--- src/rtl/usr_pkg.sv ---
// ============================================================================
// Module : usr_pkg
// Brief  : Shared direction constants and a clog2 helper for the usr_* blocks.
// Rev    : 1.0  initial release
// ============================================================================
`default_nettype none

package usr_pkg;

    localparam logic DIR_RIGHT = 1'b0;
    localparam logic DIR_LEFT  = 1'b1;

    // Elaboration-time ceil(log2(value)), with a minimum result of 1 bit
    function automatic int clog2(input int value);
        int result;
        result = 0;
        while ((1 << result) < value) begin
            result = result + 1;
        end
        if (result == 0) begin
            result = 1;
        end
        return result;
    endfunction

endpackage : usr_pkg

`default_nettype wire

--- src/rtl/usr_bit_counter.sv ---
// ============================================================================
// Module : usr_bit_counter
// Brief  : Shift counter with full flag and a one-cycle frame-complete pulse.
// Rev    : 1.0  initial release
// ============================================================================
`default_nettype none

module usr_bit_counter
    import usr_pkg::*;
#(
    parameter int WIDTH = 11,
    parameter int CNT_W = clog2(WIDTH + 1)
) (
    input  logic             clk,
    input  logic             RST,
    input  logic             clr,
    input  logic             inc,
    output logic [CNT_W-1:0] cnt,
    output logic             full,
    output logic             frame_done
);

    localparam logic [CNT_W-1:0] C_CNT_MAX = CNT_W'(WIDTH);
    localparam logic [CNT_W-1:0] C_CNT_PRE = CNT_W'(WIDTH - 1);
    localparam logic [CNT_W-1:0] C_CNT_ONE = CNT_W'(1);

    logic [CNT_W-1:0] r_cnt;
    logic             r_frame_done;

    // A shift taken while full begins the next frame at 1, never passing through 0
    always_ff @(negedge clk) begin
        if (RST) begin
            r_cnt        <= '0;
            r_frame_done <= 1'b0;
        end else if (clr) begin
            r_cnt        <= '0;
            r_frame_done <= 1'b0;
        end else if (inc) begin
            r_cnt        <= (r_cnt == C_CNT_MAX) ? C_CNT_ONE : (r_cnt + C_CNT_ONE);
            r_frame_done <= (r_cnt == C_CNT_PRE);
        end else begin
            r_frame_done <= 1'b0;
        end
    end

    assign cnt        = r_cnt;
    assign full       = (r_cnt == C_CNT_MAX);
    assign frame_done = r_frame_done;

endmodule : usr_bit_counter

`default_nettype wire

--- src/rtl/usr_frame_shifter.sv ---
// ============================================================================
// Module : usr_frame_shifter
// Brief  : Bidirectional loadable shift register with frame counting.
//          Define USR_PARITY_EN to enable the parity_out reduction.
// Rev    : 1.0  initial release
// ============================================================================
`default_nettype none

module usr_frame_shifter
    import usr_pkg::*;
#(
    parameter int WIDTH = 11,
    parameter int CNT_W = clog2(WIDTH + 1)
) (
    input  logic             clk,
    input  logic             RST,
    input  logic             load,
    input  logic             shift,
    input  logic             dir,
    input  logic             sl_in,
    input  logic             sr_in,
    input  logic [WIDTH-1:0] par_load,
    output logic [WIDTH-1:0] data_out,
    output logic             ser_out,
    output logic [CNT_W-1:0] bit_cnt,
    output logic             full,
    output logic             frame_done,
    output logic             parity_out
);

    logic [WIDTH-1:0] r_storage;
    logic [WIDTH-1:0] w_storage_nxt;
    logic             w_inc;

    assign w_inc = shift & ~load;

    always_comb begin
        w_storage_nxt = r_storage;
        if (load) begin
            w_storage_nxt = par_load;
        end else if (shift) begin
            if (dir == DIR_LEFT) begin
                w_storage_nxt = {r_storage[WIDTH-2:0], sr_in};
            end else begin
                w_storage_nxt = {sl_in, r_storage[WIDTH-1:1]};
            end
        end
    end

    always_ff @(negedge clk) begin
        if (RST) begin
            r_storage <= '0;
        end else begin
            r_storage <= w_storage_nxt;
        end
    end

    usr_bit_counter #(
        .WIDTH (WIDTH),
        .CNT_W (CNT_W)
    ) u_bit_counter (
        .clk        (clk),
        .RST        (RST),
        .clr        (load),
        .inc        (w_inc),
        .cnt        (bit_cnt),
        .full       (full),
        .frame_done (frame_done)
    );

    assign data_out = r_storage;
    // ser_out previews the bit the next shift in the current direction expels
    assign ser_out  = (dir == DIR_LEFT) ? r_storage[WIDTH-1] : r_storage[0];

`ifdef USR_PARITY_EN
    assign parity_out = ^r_storage;
`else
    assign parity_out = 1'b0;
`endif

endmodule : usr_frame_shifter

`default_nettype wire
--- config.mk ---
export PLATFORM = sky130hd
export DESIGN_NAME = usr_frame_shifter
export DESIGN_NICKNAME = d
export VERILOG_FILES = /design/src/rtl/usr_pkg.sv /design/src/rtl/usr_bit_counter.sv /design/src/rtl/usr_frame_shifter.sv
export SDC_FILE = /design/constraint.sdc
export NUM_CORES = 1
export LEC_CHECK = 0
export CAP_MARGIN = 5
export CORE_MARGIN = 8
export CORE_UTILIZATION = 30
export DETAILED_ROUTE_END_ITERATION = 6
export PLACE_DENSITY = 0.72
export SLEW_MARGIN = 20
export SYNTH_ARGS = -nofsm -noshare
export SYNTH_HDL_FRONTEND = slang
export SYNTH_SLANG_ARGS = --single-unit
export TNS_END_PERCENT = 10
--- constraint.sdc ---
create_clock -name clk -period 3.6 [get_ports clk]
set_input_delay 0.72 -clock clk [delete_from_list [all_inputs] [get_ports clk]]
set_output_delay 0.72 -clock clk [all_outputs]
set_load 0.005 [all_outputs]
==> flow_summary.toml, run 1 <==
[status]
status = "finished, violations left"
violations = "setup timing"

[synthesis]
synth_common_cells = "16 x dfxtp_1, 15 x nand2_1, 13 x o21ai_0, 12 x mux2i_1, 8 x o21ai_1"
synth_top_area_share_pct = 36.4
avgSynthCellArea_um2 = 8.30
synth.distinct_cells = 28
synth_largest_area_cell = "dfxtp_1"
synth_most_common_cell = "dfxtp_1"
synthArstFlopShare_pct = 0
syn_area_um2 = 880
synth-seq-cells = 16
syn_nets = 126
synth_ff_type = "dfxtp_1"
synth_enable_flop_cells = 0
synth_cells = 106
synthTopCellsByArea = "dfxtp_1 36%, mux2i_1 14%, o21ai_0 7.4%"
synth-seq-area-share_pct = 36.4
yosysWarnings = 0

[pwr]
peakVddDrop_mv = 0.194
p_leak_uw = 0.000720
power_density_nw_per_um2 = 316

[worst_setup_path]
cp-end-kind = "primary output"
arrival_ns = 2.93
crit_type = "flop to primary output"
required_ns = 2.88
crit_fanout = 2
regToRegEndpoint = "u_bit_counter.cnt[1]"
critPathLaunchType = "flop"
reg2reg_setup_slack_ns = 2.29
r2r_start = "u_bit_counter.cnt[0]"
cp-startpoint = "u_bit_counter.cnt[0]"
r2r_cells = 4

[global_routing]
grt_max_degree = 13
grt_overflow = 0
antenna_found_initial = 0
grt_usage_pct = 10.3
grt_pass1_vias = 1027
grt_first_pass_wirelength_mm = 4.30

[clocking]
cts.sinks = 16
clk_pin_slew_ns = 0.05
ctsHoldBuffers = 0
clkLatencyLatePin_ns = 0.36
cts_tree = "yes"
cts-root-buf = "clkbuf_4"
numCtsBuffers = 3
htreeDepth = 1
cts_buffer_depth = 2

[floorplan]
num_rows = 19
start_util_pct = 31.6
io_pins = 37
die_h_um = 70.1
dieArea_um2 = 4920
core_um2 = 2780
dieWidth_um = 70.1

[sta]
maxSlewViolCount = 0
rsz0062_at_grt = "yes"
final.setup.worst_slack_ns = -0.0524
fin_skew_ns = 0.0126
finalHoldViolCount = 0
setup_viol = 1

[worst_hold_path]
hold_path_end = "data_out[3]"
hp-class = "flop to flop"
hold_start = "data_out[3]"
hold-path-cell-count = 2

[placed_design]
port_buffers = 35
placed_cell_area_um2 = 1370
place_inst = 183
routabilityCongestion = 0.710
dp_hpwl_mm = 1.91

[detailed_routing]
wirelength_mm = 2.63
firstDrtPassIters = 4
wl_per_cell_um = 13.0
vias = 964
drtIter0Drc = 41
ant_nets = 0
drc = 0
vias_per_cell = 4.77

[flow_run]
drv_cap = 0

[layout]
drive_gt1_share_pct = 25.1
fin_cells = 202
fin_nets = 193
num_antenna_cells = 0
fin_area_um2 = 1460
areaGrowthSynthToFinish_pct = 66.3
-- repair_timing --
action,CTS,global route
endpoints found under the setup margin,18,6
pin swaps,2,0
setup buffers,0,1
gates resized for setup,34,10
-- state kept, by name, indices dropped and copies added, names as in the netlist --
signal                    cells
data_out                     11
u_bit_counter.cnt             4
u_bit_counter.frame_done      1
-- cell usage in the layout (no fill, tap or decap), drive strengths merged --
cell           instances
ha                     2
clkdlybuf4s15          4
and2                  10
nor3                   1
a21oi                  2
clkdlybuf4s50         17
nand3                  2
nand2                 15
buf                   20
clkbuf                 5
nor3b                  1
and4b                  1
nor2                   6
nor2b                  1
inv                   17
and3b                  1
conb                   1
mux2                   1
dfxtp                 16
mux2i                 12
o21ai                 23
dlygate4sd2           11
a211o                  1
a2111oi                1
-- how the worst max path moves through the flow --
stage | to | slack [ns] | cells past startpoint
finish | full | -0.05 | 3
detailed placement | data_out[0] | -0.16 | 5
global placement | data_out[5] | -0.12 | 5
global route | full | -0.10 | 3
CTS | full | -0.08 | 3
floorplan | full | 0.31 | 2
-- through the flow --
stage / utilization, % / total power [uW] / setup slack, ns / TNS, ns / hold WS [ns]
2_1_floorplan: - / 270 / 0.307 / 0 / 0.499
3_5_place_dp: 49.3 / 333 / -0.159 / -1.66 / 0.552
5_1_grt: 52.6 / 499 / -0.103 / -0.140 / 0.589
6_report: 52.6 / 462 / -0.0524 / -0.0524 / 0.570
4_1_cts: 51.8 / 468 / -0.0797 / -0.138 / 0.576
3_3_place_gp: 49.3 / 331 / -0.120 / -1.24 / 0.539
-- critical path, stage by stage, from the launching register on --
cell	delay, ns
dfxtp_2	0.33
ha_4	0.15
and3b_1	0.17
buf_2	0.13
-- metal layers --
| layer | global-route usage [%] | routed length [um] | vias to the layer above |
|---|---|---|---|
| li1 | - | - | 491 |
| met1 | 10.7 | 1210 | 448 |
| met2 | 16.9 | 1250 | 23 |
| met3 | 4.52 | 139 | 2 |
| met4 | 5.80 | 27 | 0 |
| met5 | 0 | 0 | - |
-- power breakdown --
| part | switching (uW) | total [uW] | internal, uW |
|---|---|---|---|
| Sequential | 9.87 | 200 | 190 |
| Combinational | 37.4 | 96.3 | 59.0 |
| Clock | 103 | 165 | 62.0 |
| Total | 150 | 462 | 311 |
-- logic make-up (layout without fill, tap and decap cells) --
group | count (synthesis) | in the layout | synth area share, %
simple gates | 38 | 38 | 22.3
compound gates | 27 | 27 | 17.1
flops | 16 | 16 | 36.4
mux | 13 | 13 | 14.9
other cells | 1 | 1 | 0.426
buf+inv | 9 | 74 | 5.97
fa+ha+maj | 2 | 2 | 2.84
-- final cells by class --
cell class,instances,area [um^2]
inverters,1,3.75
well taps,31,38.8
multi-input cells,81,523
repair buffers,54,480
fillers,266,1320
clock buffers,3,22.5
clock inverters,16,60.1
flip-flops and latches,16,334
No activity file was read; power rests on OpenSTA's default activity.
==> run 2: changes to the inputs <==
--- a/config.mk
+++ b/config.mk
@@ -10,6 +10,7 @@
 export CORE_UTILIZATION = 30
 export DETAILED_ROUTE_END_ITERATION = 6
 export PLACE_DENSITY = 0.72
+export REMOVE_ABC_BUFFERS = 1
 export SLEW_MARGIN = 20
 export SYNTH_ARGS = -nofsm -noshare
 export SYNTH_HDL_FRONTEND = slang
==> constraint.sdc (replaced) <==
create_clock -name clk -period 4.3 [get_ports clk]
set_input_delay 0.86 -clock clk [delete_from_list [all_inputs] [get_ports clk]]
set_output_delay 0.86 -clock clk [all_outputs]
set_load 0.005 [all_outputs]
==> run 2 against run 1 <==
Net effect:
- the run now ends clean
- sequential power decreased by 16%
- via count decreased by 1.9%
- critical path depth unchanged
- worst hold slack improved by 0.0039 ns
- critical path type unchanged
==> flow_summary.toml, run 2 (synthesis gave the netlist of run 1 again) <==
[clocking]
clkLatencyLatePin_ns = 0.37
cts_buffer_depth = 2
cts.sinks = 16
htreeDepth = 1
clk_pin_slew_ns = 0.04
numCtsBuffers = 3
ctsHoldBuffers = 0
cts-root-buf = "clkbuf_4"
cts_tree = "yes"

[floorplan]
dieArea_um2 = 4920
core_um2 = 2780
num_rows = 19
start_util_pct = 31.6
dieWidth_um = 70.1
die_h_um = 70.1
io_pins = 37

[sta]
final.setup.worst_slack_ns = 0.0379
finalHoldViolCount = 0
fin_hold_ws_ns = 0.574
maxSlewViolCount = 0
setup_viol = 0
fin_skew_ns = 0.0171
final.setup.tns_ns = 0

[placed_design]
port_buffers = 35
dp_hpwl_mm = 1.84
place_ws_ns = 0.0459
place_inst = 173
routabilityCongestion = 0.835

[worst_setup_path]
arrival_ns = 3.40
crit_fanout = 3
required_ns = 3.44
cp_num_buf_inv = 1
cp-end-kind = "primary output"
cpMaxStageDelayCell = "dfxtp_2"
critical_path.top_delay_family = "flip-flops"
critPathLaunchType = "flop"
r2r_cells = 4
regToRegEndpoint = "u_bit_counter.cnt[1]"
crit_type = "flop to primary output"
r2r_start = "u_bit_counter.cnt[0]"
cp-startpoint = "u_bit_counter.cnt[0]"
reg2reg_setup_slack_ns = 2.99
crit_path_cell_trace = "ha_4 > and3b_1 > clkdlybuf4s15_2"
slowest_delay_ns = 0.35

[global_routing]
grt_usage_pct = 10.4
grt_max_degree = 31
antenna_found_initial = 0
grt_first_pass_wirelength_mm = 4.26
grt_pass1_vias = 1002
grt_overflow = 0

[layout]
drive_gt1_share_pct = 19.3
fin_cells = 192
areaGrowthSynthToFinish_pct = 61.3
layout_common_cells = "28 x clkdlybuf4s50_1, 17 x inv_1, 15 x nand2_1"
largest_reg_flops = 11
final_common_cell = "clkdlybuf4s50_1"
fin_nets = 183
num_antenna_cells = 0

[pwr]
comb_power_share_pct = 20.6
power_density_nw_per_um2 = 272
power.switching_uw = 125
peakVddDrop_mv = 0.141
pwr-share-clk_pct = 35.8
p_seq_share_pct = 43.7
switching_share_pct = 32.3
intPower_uw = 261
p_leak_uw = 0.000659

[worst_hold_path]
hold-path-cell-count = 2
hp-class = "flop to flop"
hold_start = "u_bit_counter.cnt[0]"
hold_path_end = "u_bit_counter.cnt[0]"

[detailed_routing]
ant_nets = 0
vias_per_cell = 4.93
wl_per_cell_um = 13.8
wirelength_mm = 2.65
drc = 0
firstDrtPassIters = 4
drtIter0Drc = 56
vias = 946

[status]
status = "completed"

[flow_run]
drv_cap = 0
-- run 2: cell count changes in the layout (fill, tap and decap cells not counted), moves of 2 or more --
| cell | before | now |
|---|---|---|
| clkdlybuf4s50_1 | 17 | 28 |
| buf_4 | 17 | 7 |
| clkdlybuf4s15_1 | 4 | 0 |
| clkbuf_2 | 2 | 0 |
| dlygate4sd2_1 | 11 | 5 |
-- run 2: final cells by class --
class                   count  area [um^2]
clock buffers               3         22.5
repair buffers             44          440
fillers                   274         1360
inverters                   1         3.75
multi-input cells          81          519
flip-flops and latches     16          334
well taps                  31         38.8
clock inverters            16         60.1
-- run 2: stage by stage --
step | utilization [%] | power (uW) | cell area [um^2]
CTS | 49.8 | 391 | 1390
global placement | 47.1 | 272 | 1310
floorplan | - | 219 | 835
global route | 51.0 | 410 | 1420
finish | 51.0 | 386 | 1420
detailed placement | 47.1 | 274 | 1310
-- run 2: what timing repair did --
item,4_1_cts,5_1_grt
setup endpoints to repair,6,11
buffers inserted,0,1
resized for setup,9,13
pin swaps,1,1
-- run 2: worst max-delay path by stage --
stage	cells past startpoint	to	slack [ns]
detailed placement	5	data_out[7]	0.05
finish	3	full	0.04
global route	3	full	-0.01
CTS	3	full	0.005
global placement	5	data_out[8]	0.09
floorplan	2	full	0.52
-- run 2: metal layers --
layer | track usage, % | up-vias | wire length, um
li1 | - | 471 | -
met1 | 10.1 | 439 | 1090
met2 | 16.8 | 29 | 1310
met3 | 5.37 | 7 | 180
met4 | 7.59 | 0 | 61
met5 | 0 | - | 0
-- run 2: power by group through the flow --
stage | Combinational (uW) | Clock, uW | Sequential, uW
floorplan | 26.5 | 24.2 | 168
global placement | 79.7 | 24.2 | 168
detailed placement | 80.8 | 24.2 | 169
CTS | 80.3 | 143 | 167
global route | 87.2 | 152 | 170
finish | 79.4 | 138 | 169
-- run 2: worst register-to-register path: cells and delay by family (launching register included) --
kind | cells | cell delay, ns
AO/OA/AOI/OAI | 1 | 0.36
adder cells (fa/ha/maj) | 1 | 0.28
buffers and inverters | 2 | 0.19
flip-flops | 1 | 0.35
